[src/rtl/alignment_collector.sv]
// Reverses traceback pairs through a LIFO, tallies match/mismatch/gap columns and checks the score.
// Latency: first out_valid two cycles after end_c (CHECK, then DRAIN); one pop per cycle after that.
// Backpressure: out_valid/out_a/out_b hold until out_ready; traceback input is never stalled.
module alignment_collector #(
    parameter int N              = 128,
    parameter int BitAddr        = $clog2(N + 1),
    parameter int gap_score      = -2,
    parameter int match_score    = 1,
    parameter int mismatch_score = -1
) (
    input  logic                      clk,
    input  logic                      rst,
    input  logic                      start,
    input  logic                      tb_valid,
    input  logic [2:0]                datoA,
    input  logic [2:0]                datoB,
    input  logic                      end_c,
    input  logic [BitAddr:0]          final_score,
    output logic                      out_valid,
    input  logic                      out_ready,
    output logic [2:0]                out_a,
    output logic [2:0]                out_b,
    output logic                      out_last,
    output logic [$clog2(2*N+1)-1:0]  match_cnt,
    output logic [$clog2(2*N+1)-1:0]  mismatch_cnt,
    output logic [$clog2(2*N+1)-1:0]  gap_cnt,
    output logic                      score_ok,
    output logic                      overflow,
    output logic                      sym_err,
    output logic                      done
);
    localparam int Depth = 2 * N;
    localparam int CntW  = $clog2(2 * N + 1);
    localparam int AW    = $clog2(2 * N);
    localparam int SW    = BitAddr + 4;

    typedef enum logic [2:0] {IDLE, COLLECT, CHECK, DRAIN, DONE} state_t;

    state_t              state, state_nxt;
    logic [CntW-1:0]     sp;
    logic [CntW-1:0]     sp_m1;
    logic [5:0]          stack [Depth];
    logic                full, push_ok, pop, a_gap, b_gap, bad_sym;
    logic signed [SW-1:0] score_c, fs_ext;

    assign sp_m1   = sp - CntW'(1);
    assign full    = (sp == CntW'(Depth));
    assign a_gap   = (datoA == 3'd4);
    assign b_gap   = (datoB == 3'd4);
    assign bad_sym = (datoA > 3'd4) || (datoB > 3'd4) || (a_gap && b_gap);
    assign push_ok = (state == COLLECT) && tb_valid && !full;

    assign out_valid = (state == DRAIN) && (sp != '0);
    assign out_last  = out_valid && (sp == CntW'(1));
    assign pop       = out_valid && out_ready;
    assign {out_a, out_b} = out_valid ? stack[sp_m1[AW-1:0]] : 6'd0;

    assign score_c = SW'(int'(match_cnt) * match_score
                       + int'(mismatch_cnt) * mismatch_score
                       + int'(gap_cnt) * gap_score);
    assign fs_ext  = SW'($signed(final_score));

    always_ff @(posedge clk) begin
        if (rst) state <= IDLE;
        else     state <= state_nxt;
    end

    always_comb begin
        state_nxt = state;
        case (state)
            IDLE:    if (start) state_nxt = COLLECT;
            COLLECT: if (end_c) state_nxt = CHECK;
            CHECK:   state_nxt = (sp != '0) ? DRAIN : DONE;
            DRAIN:   if (pop && sp == CntW'(1)) state_nxt = DONE;
            DONE:    if (start) state_nxt = COLLECT;
            default: state_nxt = IDLE;
        endcase
    end

    // Array is data-only; sp alone decides which entries are meaningful.
    always_ff @(posedge clk) begin
        if (push_ok) stack[sp[AW-1:0]] <= {datoA, datoB};
    end

    always_ff @(posedge clk) begin
        if (rst) begin
            sp           <= '0;
            match_cnt    <= '0;
            mismatch_cnt <= '0;
            gap_cnt      <= '0;
            score_ok     <= 1'b0;
            overflow     <= 1'b0;
            sym_err      <= 1'b0;
            done         <= 1'b0;
        end else begin
            done <= (state_nxt == DONE) && (state != DONE);
            case (state)
                IDLE, DONE: begin
                    if (start) begin
                        sp           <= '0;
                        match_cnt    <= '0;
                        mismatch_cnt <= '0;
                        gap_cnt      <= '0;
                        score_ok     <= 1'b0;
                        overflow     <= 1'b0;
                        sym_err      <= 1'b0;
                    end
                end
                COLLECT: begin
                    if (tb_valid) begin
                        if (bad_sym) sym_err <= 1'b1;
                        if (full) begin
                            overflow <= 1'b1;
                        end else begin
                            sp <= sp + CntW'(1);
                            // Illegal pairs are kept in the stack but excluded from the tally.
                            if (!bad_sym) begin
                                if (a_gap || b_gap)      gap_cnt      <= gap_cnt + CntW'(1);
                                else if (datoA == datoB) match_cnt    <= match_cnt + CntW'(1);
                                else                     mismatch_cnt <= mismatch_cnt + CntW'(1);
                            end
                        end
                    end
                end
                CHECK:   score_ok <= (score_c == fs_ext);
                DRAIN:   if (pop) sp <= sp_m1;
                default: ;
            endcase
        end
    end
endmodule
[config.mk]
export PLATFORM = sky130hd
export DESIGN_NAME = alignment_collector
export DESIGN_NICKNAME = d
export VERILOG_FILES = /design/src/rtl/alignment_collector.sv
export SDC_FILE = /design/constraint.sdc
export NUM_CORES = 2
export LEC_CHECK = 0
export BUFFER_PORTS_ARGS = -buffer_cell sky130_fd_sc_hd__buf_2
export CORE_MARGIN = 2
export CORE_UTILIZATION = 40
export CTS_CLUSTER_SIZE = 12
export DETAILED_ROUTE_END_ITERATION = 7
export GPL_TIMING_DRIVEN = 0
export PLACE_DENSITY = 0.57
export SYNTH_ARGS = -nofsm -noshare
export SYNTH_HDL_FRONTEND = slang
export SYNTH_SLANG_ARGS = --single-unit
[constraint.sdc]
create_clock -name clk -period 11.5 [get_ports clk]
set_input_delay 2.3 -clock clk [delete_from_list [all_inputs] [get_ports clk]]
set_output_delay 2.3 -clock clk [all_outputs]
set_load 0.02 [all_outputs]
# Word level (Yosys, flattened, before mapping)
# Memories as Yosys holds them, arrays and structs flattened.
# Cells that the tools add are included.
[word_totals]
reg_bits = 43
ramBits = 1536
inputBits = 21
out_inout_bits = 39
wordCells = 107
memories = 1
[classes]
addsub = 9
magnitude_cmp = 2
n_eq_ne = 23
mux = 38
reduce_logical = 25
[mem_list]
columns = ["memory", "words", "width", "read_ports", "rd_ports_with_merged_regs", "write_ports", "line_no", "text"]
rows = [
  ["stack", 256, 6, 1, 0, 1, "42", "logic [5:0] stack [Depth];"],
]
[ops]
columns = ["cell", "n"]
rows = [
  ["9-bit two-way mux", 18],
  ["9-bit case mux with 2 select lines", 3],
  ["9-bit by 1-bit adder with 9-bit output, second input constant", 4],
  ["9-bit case mux with 3 select lines", 1],
  ["2-bit != test, second input constant", 8],
  ["7-bit AND reduction", 2],
  ["10-bit by 12-bit adder with 12-bit output", 1],
  ["12-bit adder", 1],
  ["12-bit by 9-bit == test with 1-bit output", 1],
  ["3-bit == test, second input constant", 4],
  ["3-bit two-way mux", 4],
  ["9-bit negator with 12-bit output", 1],
  ["3-bit case mux with 4 select lines", 1],
  ["9-bit negator with 11-bit output", 1],
  ["9-bit by 1-bit == test with 1-bit output, second input constant", 1],
  ["9-bit == test, second input constant", 1],
  ["9-bit nonzero test", 1],
  ["9-bit by 1-bit subtractor with 9-bit output, second input constant", 1],
  ["1-bit logical AND", 8],
  ["4-bit AND reduction", 2],
  ["1-bit two-way mux", 7],
  ["3-bit by 2-bit == test with 1-bit output, second input constant", 2],
  ["3-bit greater-than comparator, second input constant", 2],
  ["6-bit two-way mux", 1],
  ["other kinds (14)", 21],
]

# Longest topological paths before layout
[logic_depth]
ltp_word = 8
depth_mapped = 16
ltp_nobuf = 14

# Worst setup path before layout
# OpenSTA, ideal clock, no wires.
[synth_path]
path_type = "reg2out"
from = "register sp[0]"
to = "output port out_a[2]"
arrival_ps = 3625
required_time_ps = 9200
setup_slack_ps = 5575
path_stages_with_launch = 15
path_buffers = 7
cell_sequence = "dfxtp_1 -> buf_2 -> buf_6 -> buf_2 -> buf_2 -> inv_1 -> ha_1 -> buf_2 -> buf_2 -> clkbuf_1 -> mux4_2 -> mux4_2 -> mux2i_1 -> o211ai_1 -> a221o_1"
[synth_via]
elab_chain_len = 3
elab_cells_between_ends = 5
cone_classes = "add/sub (1); mux (1); reduce/logical (2); memory (1)"
[synth_lines]
columns = ["element", "line_no", "text"]
rows = [
  ["start, declared", "40", "logic [CntW-1:0] sp;"],
  ["start signal, assigned", "115", "sp <= sp + CntW'(1);"],
  ["start signal, assigned", "126", "DRAIN: if (pop) sp <= sp_m1;"],
  ["9-bit by 1-bit subtractor with 9-bit output / 9-bit nonzero test (equally long branches)", "46, 53", ""],
  ["memory read 256 x 6 bit / 1-bit logical AND (equally long branches)", "n/a", ""],
  ["6-bit two-way mux *", "56", "assign {out_a, out_b} = out_valid ? stack[sp_m1[AW-1:0]] : 6'd0;"],
  ["end, declared", "21", "output logic [2:0] out_a,"],
]
# Mark *: on every way between the ends. The rest lies on a longest branch, timed or not.

# Final worst setup path
[layout_path]
from = "register sp[0]"
to = "output port out_a[1]"
# Same word-level chain as after synthesis.

==> summary.txt <==
STA
  – Pins Over Slew Limit: 65
  – Hold slack final: 0.497 ns
  – Setup TNS: 0 ns
  – Worst-margin pin slew: 1.65 ns
  – Fin. Hold Viols: 0
  – Slew margin rel.: -0.101
  – Fmax: 0.0975 GHz
  – Skew final: 0.0278 ns
  – Final setup vio count: 0
  – Tmin final: 10.25 ns
  – RSZ-0062 raised after global routing: false
  – Crit share post-route: 0.891

Worst setup path
  – Crit. Startpoint: sp[0]
  – Startpoint types: register
  – Crit path max fanout: 10
  – Endpoint class of the critical path: output port
  – WP data arrival: 7.95 ns
  – Reg2reg end: stack[161][4]
  – Critical path class: register to output port
  – Worst path required time: 9.20 ns
  – Number of cells on the worst reg-to-reg path: 13
  – Worst reg-to-reg setup slack: 4.97 ns
  – Worst reg2reg path startpoint: sp[0]

Synth
  – Largest cells by area after synthesis: edfxtp_1 73%, mux4_2 16%, nor2_1 1.9%
  – Number of flops mapped to enable cells by yosys: 1,536
  – Synth unique cells: 68
  – Async set-reset flop share out of synthesis: 0
  – YS warnings: 0
  – Share of the synthesized area in the top cell type: 0.729
  – Top FF cell, synth: edfxtp_1
  – Synth Instances: 3,205
  – Post-Syn Nets: 3,255
  – Synthesis-stage register bit count: 1,579
  – Syn Std Cell Area: 63,300 sq um
  – Synthesized area per cell: 19.8 sq um
  – Register area share after synthesis: 0.742
  – Yosys top cell by area: edfxtp_1

Routing
  – DRC viols: 0
  – Routed vias/inst: 6.01
  – Post-DRT Antenna Nets: 0
  – Routed wl met3: 18,900 um
  – Routed WL: 191,000 um
  – Uppermost layer routed: met5
  – WL/cell: 33.9 um
  – Via Count: 33,800
  – Met1 WL: 78,700 um
  – DR iter-0 viols: 4,930
  – First-pass DRT Iterations: 6
  – WL met2: 87,400 um

Power
  – Pwr/cell area: 178 nW/um^2
  – P_leak: 21.8 nW
  – Max VDD drop: 163 uV

Clocking
  – Clock slew at reported path FFs: 0.06 ns
  – Max Root-Sink Buffers: 3
  – Root Buffer: clkbuf_16
  – Hold_buf cts: 0
  – Setup Buffers After CTS: 0
  – Clk sink count: 1,579
  – Clk_lat worst skew: 0.80 ns
  – Post-CTS Resized: 0
  – Number of buffers created by CTS: 164
  – TritonCTS clock tree: yes
  – CTS HTree Levels: 4

Die
  – Die Wd: 402 um
  – I/O pin count: 60
  – Die Ht: 402 um
  – Initial Util: 0.401
  – Core Rows: 146
  – Core area: 158,000 sq um
  – Die footprint: 161,000 sq um

Final layout
  – Area grow syn2layout: 12.8%
  – Layout cell share with drive strength beyond 1: 0.225
  – Layout Utilization: 0.452
  – Total Nets Final: 3,491
  – Commonest non-fill, non-tap cell in the layout: edfxtp_1
  – Register Area: 47,000 sq um
  – Fillers: 13,400
  – Area of the multi-input gates: 15,300 sq um
  – Most frequent cells in the layout: 1,536 x edfxtp_1, 438 x mux4_2, 321 x nor2_1

Global route
  – Largest net degree at the start of global routing: 152
  – First-pass GRT wire length: 264,000 um
  – GRT Resource Usage Total: 0.237
  – Gr ovfl total: 0
  – Vias in the first global route: 33,200
  – Initial antenna violation count: 7

Hold path
  – Worst Hold Endpoint: overflow
  – Hold depth: 2
  – Hold/Removal Path Class: register to register
  – Hold path start: overflow

Place
  – Detailed Place HPWL: 126,000 um
  – Routability Congestion: 0.899
  – Port buffer count: 59

Status
  – Failing checks: capacitance limit, slew limit
  – Status: complete, but fails checks

Job
  – Maximum capacitance violations: 8
## cell families after synthesis
logic type	share of synthesized area
and+or+nand+nor	0.0492
buffers and inverters	0.0162
muxes	0.161
xor gates and xnor gates	0.00802
adders and majority gates	0.00680
DFF	0.742
AOI/OAI and AO/OA	0.0164
## registers in the layout, indices dropped and copies added (netlist names)
signal,flops
stack,1536
gap_cnt,9
match_cnt,9
mismatch_cnt,9
sp,9
state,3
done,1
overflow,1
score_ok,1
sym_err,1
## worst max path at each step
stage,end,cells past startpoint
floorplan,out_a[2],14
global placement,out_b[0],17
detailed placement,out_b[0],17
CTS,out_b[0],17
global route,out_a[1],17
finish,out_a[1],17
## report_power, final
| group | leakage, nW | total [mW] | internal [mW] | switching, mW |
|---|---|---|---|---|
| Combinational | 5.30 | 1.44 | 0.485 | 0.955 |
| Clock | 2.35 | 4.95 | 2.71 | 2.24 |
| Sequential | 14.1 | 6.31 | 6.31 | 0.00274 |
| Total | 21.8 | 12.7 | 9.51 | 3.20 |
## metrics by stage
step	std cells	instance area [sq um]	setup WS [ns]	power, mW
floorplan	3205	63300	5.57	7.17
global placement	5336	66200	2.10	7.86
detailed placement	5347	66600	2.14	7.86
CTS	5628	71400	1.23	12.7
global route	5628	71400	1.12	13.0
finish	5630	71400	1.25	12.7
## critical path, cell delays in order, from the launching register on
cell	delay [ns]
dfxtp_1	0.37
buf_2	0.28
buf_6	0.25
buf_2	0.55
buf_2	0.50
inv_1	0.19
ha_1	0.33
buf_2	0.20
buf_2	0.32
buf_2	0.69
buf_1	0.94
mux4_2	0.38
mux2i_1	0.11
a32oi_1	0.69
nand4_1	0.44
a41oi_1	0.33
a221o_1	0.29
buf_2	0.22
## metal layers
| metal | vias to the layer above | track usage |
|---|---|---|
| met5 | - | 0 |
| met4 | 2 | 0.0749 |
| met3 | 300 | 0.0558 |
| met2 | 1812 | 0.360 |
| met1 | 18100 | 0.339 |
| li1 | 13600 | - |
## cell usage after synthesis (all sizes together) (5+ instances only)
master and instances:
nor3 12, a21oi 21, o21ai 17, edfxtp 1536, a32oi 20, nor2b 7
or2 5, xnor2 36, nor2 322, o211ai 15, nand4 32, and2 7
inv 35, or4 6, clkbuf 101, a31oi 5, xor2 22, nor3b 5
nand2b 5, a41oi 6, dfxtp 43, mux4 438, o2111ai 7, a22oi 9
o31ai 5, nor4 8, buf 85, and3 7, nand2 172, ha 20
fa 9, a221o 9, nand3 101, o22ai 8, or3 7, mux2i 33
## cell type report
class                           instances  area share
Antenna cell                            2   0.0000701
Clock buffer                          212      0.0603
Clock inverter                         69     0.00754
Buffer                                186      0.0127
Inverter                               35     0.00184
Multi-Input combinational cell       1405       0.215
Timing Repair Buffer                   70     0.00869
Sequential cell                      1579       0.658
Tap cell                             2072      0.0363
No activity file was read; power rests on OpenSTA's default activity.
